File: src/rtl/apb_pkg.sv
// Shared APB definitions: FSM states, bus widths, pprot bit positions and
// response codes used by the register completer and its bench.
package apb_pkg;

    localparam int APB_DATA_W = 32;
    localparam int APB_STRB_W = 4;

    localparam int PPROT_PRIV   = 0;
    localparam int PPROT_NONSEC = 1;
    localparam int PPROT_INSTR  = 2;

    localparam logic RESP_OKAY = 1'b0;
    localparam logic RESP_ERR  = 1'b1;

    typedef enum logic {
        IDLE,
        ACCESS
    } apb_state_e;

endpackage

File: src/rtl/apb_reg_slave_if.sv
// APB4 requester/completer signal bundle for a single psel bit.
interface apb_reg_slave_if
    import apb_pkg::*;
#(
    parameter int ADDR_W = 32
) ();

    logic                  psel;
    logic                  penable;
    logic [ADDR_W-1:0]     paddr;
    logic                  pwrite;
    logic [2:0]            pprot;
    logic [APB_DATA_W-1:0] pwdata;
    logic [APB_STRB_W-1:0] pstrb;
    logic [APB_DATA_W-1:0] prdata;
    logic                  pslverr;
    logic                  pready;

    modport master (
        output psel, penable, paddr, pwrite, pprot, pwdata, pstrb,
        input  prdata, pslverr, pready
    );

    modport slave (
        input  psel, penable, paddr, pwrite, pprot, pwdata, pstrb,
        output prdata, pslverr, pready
    );

endinterface

File: src/rtl/apb_reg_bank.sv
// Byte-writable register bank; word 0 is a hardwired ID, the rest are storage.
module apb_reg_bank
    import apb_pkg::*;
#(
    parameter int                    NUM_REGS = 16,
    parameter int                    IDX_W    = $clog2(NUM_REGS),
    parameter logic [APB_DATA_W-1:0] ID_VALUE = 32'hA9B0_0001
) (
    input  logic                  pclk,
    input  logic                  preset,
    input  logic                  we,
    input  logic [IDX_W-1:0]      idx,
    input  logic [APB_DATA_W-1:0] wdata,
    input  logic [APB_STRB_W-1:0] strb,
    output logic [APB_DATA_W-1:0] rdata
);

    logic [APB_DATA_W-1:0] regs [1:NUM_REGS-1];

    // Clear storage on reset; otherwise commit only the strobed byte lanes.
    // NOTE: this array is reset on purpose -- software relies on reading 0
    // after reset, so it stays flops rather than an inferred RAM macro.
    always_ff @(posedge pclk) begin
        if (preset) begin
            for (int i = 1; i < NUM_REGS; i++) begin
                regs[i] <= '0;
            end
        end else if (we && (idx != '0)) begin
            for (int b = 0; b < APB_STRB_W; b++) begin
                if (strb[b]) begin
                    regs[idx][8*b +: 8] <= wdata[8*b +: 8];
                end
            end
        end
    end

    // Combinational read port: value before any same-cycle write.
    assign rdata = (idx == '0) ? ID_VALUE : regs[idx];

endmodule

File: src/rtl/apb_reg_slave.sv
// APB4 completer: captures the setup phase, waits WAIT_STATES access cycles,
// then completes with read data or an error and commits error-free writes.
module apb_reg_slave
    import apb_pkg::*;
#(
    parameter int                    NUM_REGS    = 16,
    parameter int                    ADDR_W      = 32,
    parameter int                    WAIT_STATES = 0,
    parameter logic [APB_DATA_W-1:0] ID_VALUE    = 32'hA9B0_0001,
    parameter int                    PROT_CHECK  = 1
) (
    input  logic             pclk,
    input  logic             preset,
    apb_reg_slave_if.slave   apb
);

    localparam int IDX_W  = $clog2(NUM_REGS);
    localparam int WORD_W = ADDR_W - 2;
    localparam logic [WORD_W-1:0] NUM_WORDS = WORD_W'(NUM_REGS);

    apb_state_e            state, state_next;
    logic [3:0]            wait_cnt, wait_cnt_next;
    logic                  capture;
    logic                  reg_we;
    logic                  err;

    logic [ADDR_W-1:0]     addr_q;
    logic                  write_q;
    logic                  priv_q;
    logic [APB_DATA_W-1:0] wdata_q;
    logic [APB_STRB_W-1:0] strb_q;

    logic [WORD_W-1:0]     word_idx;
    logic [APB_DATA_W-1:0] reg_rdata;

    // State and wait counter; synchronous reset aborts any access.
    // NOTE: sequential state uses <= so every flop samples pre-edge values.
    always_ff @(posedge pclk) begin
        if (preset) begin
            state    <= IDLE;
            wait_cnt <= '0;
        end else begin
            state    <= state_next;
            wait_cnt <= wait_cnt_next;
        end
    end

    // Hold the setup-phase request for the whole access.
    always_ff @(posedge pclk) begin
        if (capture) begin
            addr_q  <= apb.paddr;
            write_q <= apb.pwrite;
            priv_q  <= apb.pprot[PPROT_PRIV];
            wdata_q <= apb.pwdata;
            strb_q  <= apb.pstrb;
        end
    end

    assign word_idx = addr_q[ADDR_W-1:2];

    // Decode errors from the latched request.
    always_comb begin
        err = (addr_q[1:0] != 2'b00)
           || (word_idx >= NUM_WORDS)
           || (write_q && (word_idx == '0))
           || ((PROT_CHECK != 0) && write_q && !priv_q);
    end

    // Next state, counter and bus responses; outputs are zero unless completing.
    // NOTE: every output gets a default first so no path can infer a latch.
    always_comb begin
        state_next    = state;
        wait_cnt_next = wait_cnt;
        capture       = 1'b0;
        reg_we        = 1'b0;
        apb.pready    = 1'b0;
        apb.pslverr   = RESP_OKAY;
        apb.prdata    = '0;
        case (state)
            IDLE: begin
                if (apb.psel && !apb.penable) begin
                    capture       = 1'b1;
                    wait_cnt_next = 4'(WAIT_STATES);
                    state_next    = ACCESS;
                end
            end
            ACCESS: begin
                if (!apb.psel) begin
                    state_next = IDLE;
                end else if (apb.penable) begin
                    if (wait_cnt != 4'd0) begin
                        wait_cnt_next = wait_cnt - 4'd1;
                    end else begin
                        apb.pready  = 1'b1;
                        apb.pslverr = err ? RESP_ERR : RESP_OKAY;
                        apb.prdata  = (!write_q && !err) ? reg_rdata : '0;
                        reg_we      = write_q && !err;
                        state_next  = IDLE;
                    end
                end
            end
            default: state_next = IDLE;
        endcase
    end

    apb_reg_bank #(
        .NUM_REGS (NUM_REGS),
        .IDX_W    (IDX_W),
        .ID_VALUE (ID_VALUE)
    ) u_bank (
        .pclk   (pclk),
        .preset (preset),
        .we     (reg_we),
        .idx    (word_idx[IDX_W-1:0]),
        .wdata  (wdata_q),
        .strb   (strb_q),
        .rdata  (reg_rdata)
    );

endmodule
File: src/flat_wrapper.sv
// flat-port wrapper written by rule: the top's interface ports become plain ports
module apb_reg_slave_flat import apb_pkg::*;
#(
    parameter int                    NUM_REGS    = 16,
    parameter int                    ADDR_W      = 32,
    parameter int                    WAIT_STATES = 0,
    parameter logic [APB_DATA_W-1:0] ID_VALUE    = 32'hA9B0_0001,
    parameter int                    PROT_CHECK  = 1
)
  (pclk, preset, apb_psel, apb_penable, apb_paddr, apb_pwrite, apb_pprot, apb_pwdata, apb_pstrb, apb_prdata, apb_pslverr, apb_pready);
  apb_reg_slave_if #(.ADDR_W(ADDR_W)) apb_i ();
  input  logic pclk;
  input  logic preset;
  input wire logic [$bits(apb_i.psel)-1:0] apb_psel;
  input wire logic [$bits(apb_i.penable)-1:0] apb_penable;
  input wire logic [$bits(apb_i.paddr)-1:0] apb_paddr;
  input wire logic [$bits(apb_i.pwrite)-1:0] apb_pwrite;
  input wire logic [$bits(apb_i.pprot)-1:0] apb_pprot;
  input wire logic [$bits(apb_i.pwdata)-1:0] apb_pwdata;
  input wire logic [$bits(apb_i.pstrb)-1:0] apb_pstrb;
  output wire logic [$bits(apb_i.prdata)-1:0] apb_prdata;
  output wire logic [$bits(apb_i.pslverr)-1:0] apb_pslverr;
  output wire logic [$bits(apb_i.pready)-1:0] apb_pready;
  assign apb_i.psel = apb_psel;
  assign apb_i.penable = apb_penable;
  assign apb_i.paddr = apb_paddr;
  assign apb_i.pwrite = apb_pwrite;
  assign apb_i.pprot = apb_pprot;
  assign apb_i.pwdata = apb_pwdata;
  assign apb_i.pstrb = apb_pstrb;
  assign apb_prdata = apb_i.prdata;
  assign apb_pslverr = apb_i.pslverr;
  assign apb_pready = apb_i.pready;
  apb_reg_slave #(.NUM_REGS(NUM_REGS), .ADDR_W(ADDR_W), .WAIT_STATES(WAIT_STATES), .ID_VALUE(ID_VALUE), .PROT_CHECK(PROT_CHECK)) u_core (.pclk(pclk), .preset(preset), .apb(apb_i));
endmodule
File: config.mk
export PLATFORM = sky130hd
export DESIGN_NAME = apb_reg_slave_flat
export DESIGN_NICKNAME = d
export VERILOG_FILES = /design/src/rtl/apb_pkg.sv /design/src/rtl/apb_reg_slave_if.sv /design/src/rtl/apb_reg_bank.sv /design/src/rtl/apb_reg_slave.sv /design/src/flat_wrapper.sv
export SDC_FILE = /design/constraint.sdc
export NUM_CORES = 1
export LEC_CHECK = 0
export BUFFER_PORTS_ARGS = -buffer_cell sky130_fd_sc_hd__buf_4
export CAP_MARGIN = 20
export CORE_AREA = 10 10 228 230
export CTS_CLUSTER_DIAMETER = 120
export DETAILED_ROUTE_END_ITERATION = 12
export DIE_AREA = 0 0 238 240
export PLACE_DENSITY = 0.72
export REMOVE_ABC_BUFFERS = 1
export SETUP_SLACK_MARGIN = 0.3
export SYNTH_ARGS = -nofsm -noshare
export SYNTH_HDL_FRONTEND = slang
export SYNTH_HIERARCHICAL = 1
export SYNTH_SLANG_ARGS = --single-unit
File: constraint.sdc
create_clock -name pclk -period 7.89 [get_ports pclk]
set_input_delay 0.3945 -clock pclk [delete_from_list [all_inputs] [get_ports pclk]]
set_output_delay 0.3945 -clock pclk [all_outputs]
set_load 0.05 [all_outputs]
==> results of run 1 <==
through the flow:
step | cell area [µm²] | cells
after floorplan | 25000 | 1536
after global placement | 26800 | 2279
after detailed placement | 26800 | 2279
after CTS | 29200 | 2452
after global routing | 29200 | 2452
final | 29200 | 2452
tightest hold or removal path: stages:
cell,delay (ps)
buf_4,120
a2bb2oi_1,110
nor2_1,90
worst min-delay path by stage:
stage / from / slack [ps] / end
CTS: apb_psel / 110 / u_core/state
finish: apb_psel / 160 / u_core/state
global route: apb_psel / 200 / u_core/state
global placement: u_core/wait_cnt[1] / 500 / u_core/wait_cnt[1]
floorplan: preset / 470 / u_core/state
detailed placement: u_core/wait_cnt[1] / 510 / u_core/wait_cnt[1]
flip-flops by register name (all words and copies together) (netlist names):
| register | count |
|---|---|
| u_core/addr_q | 32 |
| u_core/priv_q | 1 |
| u_core/state | 1 |
| u_core/strb_q | 4 |
| u_core/u_bank/regs | 480 |
| u_core/wait_cnt | 4 |
| u_core/wdata_q | 32 |
| u_core/write_q | 1 |
report_power, final:
group	switching [µW]	total, µW	internal (µW)	leakage (µW)
Combinational	190	341	151	0.00438
Clock	1080	2510	1430	0.000838
Sequential	56.5	3390	3330	0.00570
cells in the final DEF (no fill, tap or decap), types with 4 or more instances in the layout:
master,count
inv_1,9
nor2_1,18
nor2b_1,27
nor3_1,29
or2_2,5
a221oi_1,30
and3_1,128
a21o_1,16
clkbuf_1,16
mux2i_1,16
clkinv_2,10
a221o_1,25
a211oi_1,6
nor2_4,40
and2_1,354
mux2_2,26
nor3b_1,5
dfxtp_1,5
mux4_2,90
bufinv_16,4
nor3b_2,30
buf_4,127
clkbuf_16,56
edfxtp_1,550
nor4_1,7
nand3_4,4
or2_1,40
a22oi_1,4
nand2_1,20
o22ai_1,6
nand3_1,4
clkinv_1,14
dlygate4sd3_1,70
routing by layer:
metal / share of wire [%] / vias to the layer above
met5: 0 / -
met4: 2.9 / 0
met3: 7.2 / 101
met2: 50 / 557
met1: 40 / 7399
li1: - / 6554
kinds of logic (layout without fill, tap and decap cells):
| kind of cell | Yosys count | in the layout | synth area share [%] |
|---|---|---|---|
| xor+xnor | 2 | 2 | 0.0679 |
| flops | 555 | 555 | 64.4 |
| buf+inv | 142 | 310 | 3.17 |
| simple gates | 735 | 735 | 19.3 |
| mux | 132 | 132 | 9.61 |
| fa+ha+maj | 1 | 1 | 0.0485 |
| compound gates | 102 | 102 | 3.35 |
area by class of cell:
class | instances | area [µm²] | area share [%]
repair buffers | 198 | 1670 | 5.74
multi-input cells | 972 | 8370 | 28.7
well taps | 615 | 769 | 2.64
flip-flops and latches | 555 | 16600 | 56.9
clock inverters | 31 | 255 | 0.875
clock buffers | 72 | 1460 | 5.01
inverters | 9 | 33.8 | 0.116
==> impl_metrics.toml, run 1 <==
[worst_setup_path]
startpoint = "u_core/wait_cnt[0]"
cp_max_fo = 33
arrival_ps = 4750
crit_chain = "inv_1, ha_1, nor3b_4, nand4_2, or4_4, nor2_1, and2b_4, nand2b_4, nor3b_4, buf_4, a21o_1"
cp-endpoint = "u_core/u_bank/regs[6][3]"
r2r_start = "u_core/wait_cnt[0]"
reg2reg_to = "u_core/u_bank/regs[6][3]"
crit_buf_inv = 2
slowest_delay_ps = 880
slowest_stage = "or4_4"
cp_top_family = "simple AND/OR/NAND/NOR gates"
r2r_slack_ps = 3400
cp.depth = 11
crit_top_cell = "nor3b_4"
cp-start-kind = "flop"
criticalPathCategory = "flop to flop"
crit_path_end_kind = "flop"
ff2ff_path_depth = 11
worstPathRequired_ps = 8150

[final_layout]
nNetsFinal = 1868
antenna_cells = 0
drive_gt1_share_pct = 22.5
area_delta_synth_final_pct = 13.1
n_fill_cell = 3416
fin_util_pct = 61.6

[placed_design]
dp_hpwl_um = 36800
place_ws_ps = 3430
place_congestion = 0.789
io_buffer_count = 107

[timing]
rsz0062_at_grt = "false"
slew_violations = 0
setup_viol = 0
worstMarginPinSlew_ps = 955
whs_ps = 162
min_period_over_period_pct = 56.9
tns_ps = 0
slew_headroom_pct = 36.2
fmax_mhz = 223
period_needed_ps = 4490
fin_skew_ps = 18.1
hold_viol = 0
layout_setup_ws_ps = 3400

[drt]
viasPerCell = 5.96
firstDrtPassIters = 5
drcViolationCount = 0
routed_wire_length_per_instance_um = 24.6
drt_wl_total_um = 60400
num_vias = 14611
ant_nets = 0
drtIter0Drc = 1562

[cts]
cts_buffer_depth = 3
cts_root_buf = "clkbuf_16"
cts_setup_buffers = 0
hold_buffers = 70
clk_pin_slew_ps = 60
h-tree-depth = 2
clk_latency_ps = 610
numCtsBuffers = 55
clock-sinks = 555
cts_resized = 0
tritoncts = "built"

[synth]
synthTopCellsByCount = "550 x edfxtp_1, 354 x and2_1, 128 x and3_1"
ys_seq_area_share_pct = 64.4
ys_ff_latch = 555
synth_edf_count = 550
synth.largest_area_cell = "edfxtp_1"
syn_area_um2 = 25800
yosysMostFrequentCell = "edfxtp_1"
syn_inst = 1669
async_flop_share_pct = 0
ys_types = 61
syn_area_per_cell_um2 = 15.5
yosysWarnings = 6
ys_top_cells_by_area = "edfxtp_1 64%, and2_1 8.6%, mux4_2 7.9%"
synthFlopType = "edfxtp_1"
yosysTopAreaCellShare_pct = 64.0

[grt]
grt_max_degree = 100
grt_use_met1_pct = 27.9
grt_pass1_vias = 14931
grt_pass1_wl_um = 91200
gr-max-usage-layer = "met2"
antenna_found_initial = 0
grt_usage_pct = 21.0
grtUsageMet2_pct = 34.9
use_met3_pct = 3.14
overflow = 0

[floorplanning]
start_util_pct = 54.5
die_h_um = 240
ios = 110
fp.coreArea_um2 = 47300
die_x_um = 238
rows = 80
dieArea_um2 = 57100

[pwr]
worst_ir_drop_vdd_mv = 0.194
power_leakage_uw = 0.0109
p_total_uw = 6240
p_per_area_nw_per_um2 = 214

[job]
maxCapViolCount = 0

[worst_hold_path]
whs_path_depth = 3
hold_class = "input pin to flop"

[outcome]
status = "complete, no violations"
(Power assumes the default switching activity.)
==> run 2: changes to the inputs <==
--- a/config.mk
+++ b/config.mk
@@ -5,12 +5,13 @@
 export SDC_FILE = /design/constraint.sdc
 export NUM_CORES = 1
 export LEC_CHECK = 0
+export ABC_AREA = 1
 export BUFFER_PORTS_ARGS = -buffer_cell sky130_fd_sc_hd__buf_4
 export CAP_MARGIN = 20
-export CORE_AREA = 10 10 228 230
+export CORE_AREA = 10 10 230 232
 export CTS_CLUSTER_DIAMETER = 120
 export DETAILED_ROUTE_END_ITERATION = 12
-export DIE_AREA = 0 0 238 240
+export DIE_AREA = 0 0 240 242
 export PLACE_DENSITY = 0.72
 export REMOVE_ABC_BUFFERS = 1
 export SETUP_SLACK_MARGIN = 0.3
==> constraint.sdc (replaced) <==
create_clock -name pclk -period 4.4 [get_ports pclk]
set_input_delay 0.22 -clock pclk [delete_from_list [all_inputs] [get_ports pclk]]
set_output_delay 0.22 -clock pclk [all_outputs]
set_load 0.05 [all_outputs]
==> impl_metrics.toml, run 2 <==
[outcome]
status = "complete, no violations"

[final_layout]
final_common_cell = "nand2_1"
nNetsFinal = 3116
final_cell_mix = "1393 x nand2_1, 622 x nor2_1, 580 x edfxtp_1"
drive_gt1_share_pct = 8.52
antenna_cells = 0
area_delta_synth_final_pct = 15.6
largest_register_ffs = 510
largest-register = "u_core/u_bank/regs"
reg_top3 = "u_core/u_bank/regs: 510 flops, u_core/addr_q: 32 flops, u_core/wdata_q: 32 flops"

[drt]
dr_wl_met2_um = 34100
m1WireLength_um = 26100
num_vias = 20007
top_layer = "met4"
drcViolationCount = 0
ant_nets = 0
viasPerCell = 5.39
drtIter0Drc = 1826
routed-wl-met3_um = 5880
drt_wl_total_um = 68400
firstDrtPassIters = 7
routed_wire_length_per_instance_um = 18.4

[cts]
cts_root_buf = "clkbuf_16"
clk_latency_ps = 620
clock-sinks = 585
tritoncts = "built"
numCtsBuffers = 56
clk_pin_slew_ps = 60
cts_setup_buffers = 0
h-tree-depth = 2
cts_buffer_depth = 3

[synth]
yosysWarnings = 6
async_flop_share_pct = 0
ys_types = 28
synth_edf_count = 580
yosysMostFrequentCell = "nand2_1"
yosysTopAreaCellShare_pct = 66.2
syn_inst = 2874
ys_seq_area_share_pct = 66.5
syn_area_per_cell_um2 = 9.16
synth.largest_area_cell = "edfxtp_1"
ys_ff_latch = 585
synthTopCellsByCount = "1394 x nand2_1, 625 x nor2_1, 580 x edfxtp_1"
synthFlopType = "edfxtp_1"
ys_top_cells_by_area = "edfxtp_1 66%, nand2_1 20%, nor2_1 8.9%"
syn_area_um2 = 26300

[floorplanning]
dieArea_um2 = 58100
die_x_um = 240
die_h_um = 242
fp.coreArea_um2 = 48400
rows = 81
start_util_pct = 54.3
ios = 110

[worst_setup_path]
ff2ff_path_depth = 11
arrival_ps = 3670
reg2reg_to = "u_core/u_bank/regs[11][8]"
r2r_slack_ps = 900
r2r_start = "u_core/addr_q[31]"
cp-start-kind = "flop"
criticalPathCategory = "flop to output port"
worstPathRequired_ps = 4180
crit_path_end_kind = "output port"
cp_max_fo = 107
startpoint = "u_core/addr_q[3]"

[worst_hold_path]
hp-start = "apb_pwdata[5]"
whs_path_depth = 2
worstHoldEndpoint = "u_core/wdata_q[5]"
hold_class = "input pin to flop"

[timing]
layout_setup_ws_ps = 511
hold_viol = 0
min_period_over_period_pct = 88.4
worstMarginPinSlew_ps = 1140
slew_headroom_pct = 23.8
slew_violations = 0
setup_viol = 0
tns_ps = 0
rsz0062_at_grt = "false"
period_needed_ps = 3890
whs_ps = 325
fin_skew_ps = 17.3
fmax_mhz = 257

[grt]
grt_pass1_vias = 19379
overflow = 0
grt_usage_pct = 23.0
grt_max_degree = 108
grt_pass1_wl_um = 104000
antenna_found_initial = 0

[pwr]
power_leakage_uw = 0.0135
p_per_area_nw_per_um2 = 398
worst_ir_drop_vdd_mv = 0.394
p_total_uw = 12100

[placed_design]
place_ws_ps = 1040
place_congestion = 0.862
io_buffer_count = 107
dp_hpwl_um = 41500

[job]
maxCapViolCount = 0
## run 2: cell count changes in the layout (fill, tap and decap cells not counted), sizes merged, moves of 45 or more
cell	before	now
mux4	90	0
or2	45	0
nand2	21	1405
inv	10	61
nor2	59	632
and3	128	0
and2	354	1
## run 2: worst max path at each step
| stage | endpoint | depth (start not counted) |
|---|---|---|
| after floorplan | apb_prdata[0] | 8 |
| after global placement | u_core/u_bank/regs[11][11] | 11 |
| after detailed placement | u_core/u_bank/regs[11][11] | 11 |
| after CTS | apb_prdata[23] | 13 |
| after global routing | apb_prdata[23] | 13 |
| final | apb_prdata[23] | 13 |
## run 2: cells by family (layout without fill, tap and decap cells)
group | Yosys count | count (layout) | share of synthesized area [%]
AOI/OAI and AO/OA | 17 | 17 | 0.323
xor gates and xnor gates | 1 | 1 | 0.0333
adders and majority gates | 1 | 1 | 0.0475
buffers and inverters | 201 | 385 | 3.10
DFF | 585 | 585 | 66.5
other | 1 | 30 | 0.0142
and+or+nand+nor | 2068 | 2068 | 29.9
## run 2: power by group
group,switching (µW),internal (µW),total (µW),leakage [µW]
Clock,2060,2960,5020,0.000930
Sequential,59.3,6300,6360,0.00599
Combinational,513,213,725,0.00655
Total,2630,9470,12100,0.0135
## run 2: cell type report
class	count	area [µm²]
Clock inverter	35	418
Sequential cell	585	17500
Clock buffer	71	1510
Multi-Input combinational cell	2117	8110
Fill cell	3855	18000
Tap cell	622	778
Inverter	61	239
Timing Repair Buffer	218	1850
## run 2: repair_timing
action,CTS,global route
endpoints found under the setup margin,0,3
hold buffers,74,0
hold endpoints to repair,75,0
resized for setup,0,1
## run 2: worst max-delay path: stages (launching register included)
cell        delay, ps
edfxtp_1          550
buf_12            420
nand2_1           310
clkinvlp_4        410
buf_4             260
nand2_1            70
nand3_1            80
nand2_1            70
nand2_1            90
nor2_1             50
nand2_1            60
nand2_1            50
nor2_1            200
buf_4             260
## run 2: metal layers
metal	vias up	track usage, %
li1	9450	-
met1	9464	29.2
met2	935	39.4
met3	158	3.08
met4	0	8.99
met5	-	0
## run 2: through the flow
stage	util, %	area, µm²	std cells
after global routing	62.8	30400	3709
after detailed placement	57.3	27700	3529
after floorplan	-	25800	2763
after global placement	57.3	27700	3529
final	62.8	30400	3709
after CTS	62.8	30400	3709
==> run 3: changes to the inputs <==
--- a/config.mk
+++ b/config.mk
@@ -8,10 +8,10 @@
 export ABC_AREA = 1
 export BUFFER_PORTS_ARGS = -buffer_cell sky130_fd_sc_hd__buf_4
 export CAP_MARGIN = 20
-export CORE_AREA = 10 10 230 232
+export CORE_AREA = 4 4 224 226
 export CTS_CLUSTER_DIAMETER = 120
 export DETAILED_ROUTE_END_ITERATION = 12
-export DIE_AREA = 0 0 240 242
+export DIE_AREA = 0 0 228 230
 export PLACE_DENSITY = 0.72
 export REMOVE_ABC_BUFFERS = 1
 export SETUP_SLACK_MARGIN = 0.3
==> impl_metrics.toml, run 3 (same netlist as run 2, synthesis figures left out) <==
[outcome]
status = "complete, no violations"

[worst_setup_path]
r2r_start = "u_core/addr_q[2]"
worstPathRequired_ps = 4180
criticalPathCategory = "flop to output port"
arrival_ps = 3440
crit_buf_inv = 4
cp_max_fo = 27
cp_top_family = "buffers and inverters"
crit_chain = "buf_4, nand2_1, clkinvlp_4, buf_4, nand2_1, nand2_1, nor2_1, nor2_1, nor2_1, nand2_1, nand2_1, nor2_1, buf_4"
slowest_stage = "clkinvlp_4"
cp-start-kind = "flop"
r2r_slack_ps = 1150
crit_path_end_kind = "output port"
reg2reg_to = "u_core/u_bank/regs[4][30]"
ff2ff_path_depth = 8
crit_top_cell = "nand2_1"
slowest_delay_ps = 530
startpoint = "u_core/addr_q[2]"

[worst_hold_path]
hold_class = "input pin to flop"
hp-start = "apb_psel"
worstHoldEndpoint = "u_core/wait_cnt[3]"
whs_path_depth = 4

[final_layout]
finish.instance_area_um2 = 30200
nNetsFinal = 3118
reg_top3 = "u_core/u_bank/regs: 510 flops, u_core/addr_q: 32 flops, u_core/wdata_q: 32 flops"
final_cell_mix = "1393 x nand2_1, 623 x nor2_1, 580 x edfxtp_1"
largest-register = "u_core/u_bank/regs"
area_delta_synth_final_pct = 14.7
final_common_cell = "nand2_1"
n_fill_cell = 3846
drive_gt1_share_pct = 7.91
largest_register_ffs = 510

[timing]
slew_headroom_pct = 27.1
fin_skew_ps = 17.3
fmax_mhz = 273
min_period_over_period_pct = 83.2
hold_viol = 0
rsz0062_at_grt = "false"
slew_violations = 0
period_needed_ps = 3660
worstMarginPinSlew_ps = 1090
whs_ps = 67.5
setup_viol = 0

[drt]
routed_wire_length_per_instance_um = 18.2
firstDrtPassIters = 6
num_vias = 20009
drcViolationCount = 0
drtIter0Drc = 2001
viasPerCell = 5.40
ant_nets = 0
drt_wl_total_um = 67500

[cts]
cts_buffer_depth = 3
numCtsBuffers = 55
clock-sinks = 585
tritoncts = "built"
cts_setup_buffers = 0
cts_root_buf = "clkbuf_16"
clk_latency_ps = 600
h-tree-depth = 2
clk_pin_slew_ps = 60

[floorplanning]
start_util_pct = 54.5
dieArea_um2 = 52400
ios = 110
fp.coreArea_um2 = 48300
die_h_um = 230
rows = 81
die_x_um = 228

[pwr]
worst_ir_drop_vdd_mv = 0.277
p_per_area_nw_per_um2 = 382
power_leakage_uw = 0.0134

[grt]
grt_pass1_vias = 19404
antenna_found_initial = 1
grt_pass1_wl_um = 103000
grt_usage_pct = 25.0
grt_max_degree = 150
overflow = 0

[placed_design]
post_dp_cell_area_um2 = 27800
io_buffer_count = 107
dp_hpwl_um = 40200
place_congestion = 0.837

[job]
maxCapViolCount = 0
-- run 3: changes by cell type in the layout (fill, tap and decap cells not counted), moves of 3 or more --
cell and change:
bufinv_16 -7, clkbuf_1 +9, clkbuf_8 -3, clkinv_1 +6, clkinv_2 -4, clkinvlp_4 -5
-- run 3: worst register-to-register path: stages, from the launching register on --
cell and delay (ps):
edfxtp_1 510, buf_4 290, nor2_1 200, buf_4 340, inv_1 130, nor2_1 530, buf_4 260, nand2_1 220
nand2_1 420
-- run 3: where the power goes --
group | leakage [µW] | internal (µW) | switching, µW
Clock | 0.000800 | 2480 | 1970
Sequential | 0.00599 | 6300 | 57.6
Combinational | 0.00657 | 213 | 513
Total | 0.0134 | 9000 | 2540
-- run 3: metrics by stage --
step | TNS (ps) | power [µW] | instances | utilization, % | setup WS [ps]
floorplan | -2560570 | 6870 | 2763 | - | -4570
global placement | 0 | 7110 | 3532 | 57.5 | 1220
detailed placement | 0 | 7140 | 3533 | 57.5 | 1160
CTS | 0 | 11600 | 3705 | 62.4 | 474
global route | 0 | 11900 | 3706 | 62.5 | 583
finish | 0 | 11500 | 3706 | 62.5 | 737
-- run 3: timing repair --
item,CTS,global route
setup endpoints to repair,0,1
gates resized for setup,0,1
hold buffers,73,0
hold endpoints to repair,75,0
-- run 3: cell type report --
class                           instances  area, µm²  share of cell area, %
Antenna cell                            1       2.50                0.00829
Clock buffer                           77       1500                   4.97
Clock inverter                         22        146                  0.485
Inverter                               61        239                  0.792
Multi-Input combinational cell       2117       8110                   26.9
Sequential cell                       585      17500                   58.0
Tap cell                              622        778                   2.58
Timing Repair Buffer                  221       1900                   6.29
-- run 3: worst max path at each step --
| stage | slack (ps) | cells past startpoint | end |
|---|---|---|---|
| final | 740 | 13 | apb_prdata[23] |
| after global routing | 580 | 13 | apb_prdata[23] |
| after CTS | 470 | 13 | apb_prdata[23] |
| after detailed placement | 1160 | 13 | apb_prdata[23] |
| after global placement | 1220 | 13 | apb_prdata[23] |
| after floorplan | -4570 | 8 | apb_prdata[0] |
-- run 3: per-layer routing --
metal | track usage [%] | wire [µm]
met2 | 43.3 | 33300
met4 | 9.09 | 2350
met1 | 31.9 | 26100
met3 | 4.22 | 5710
met5 | 0 | 0
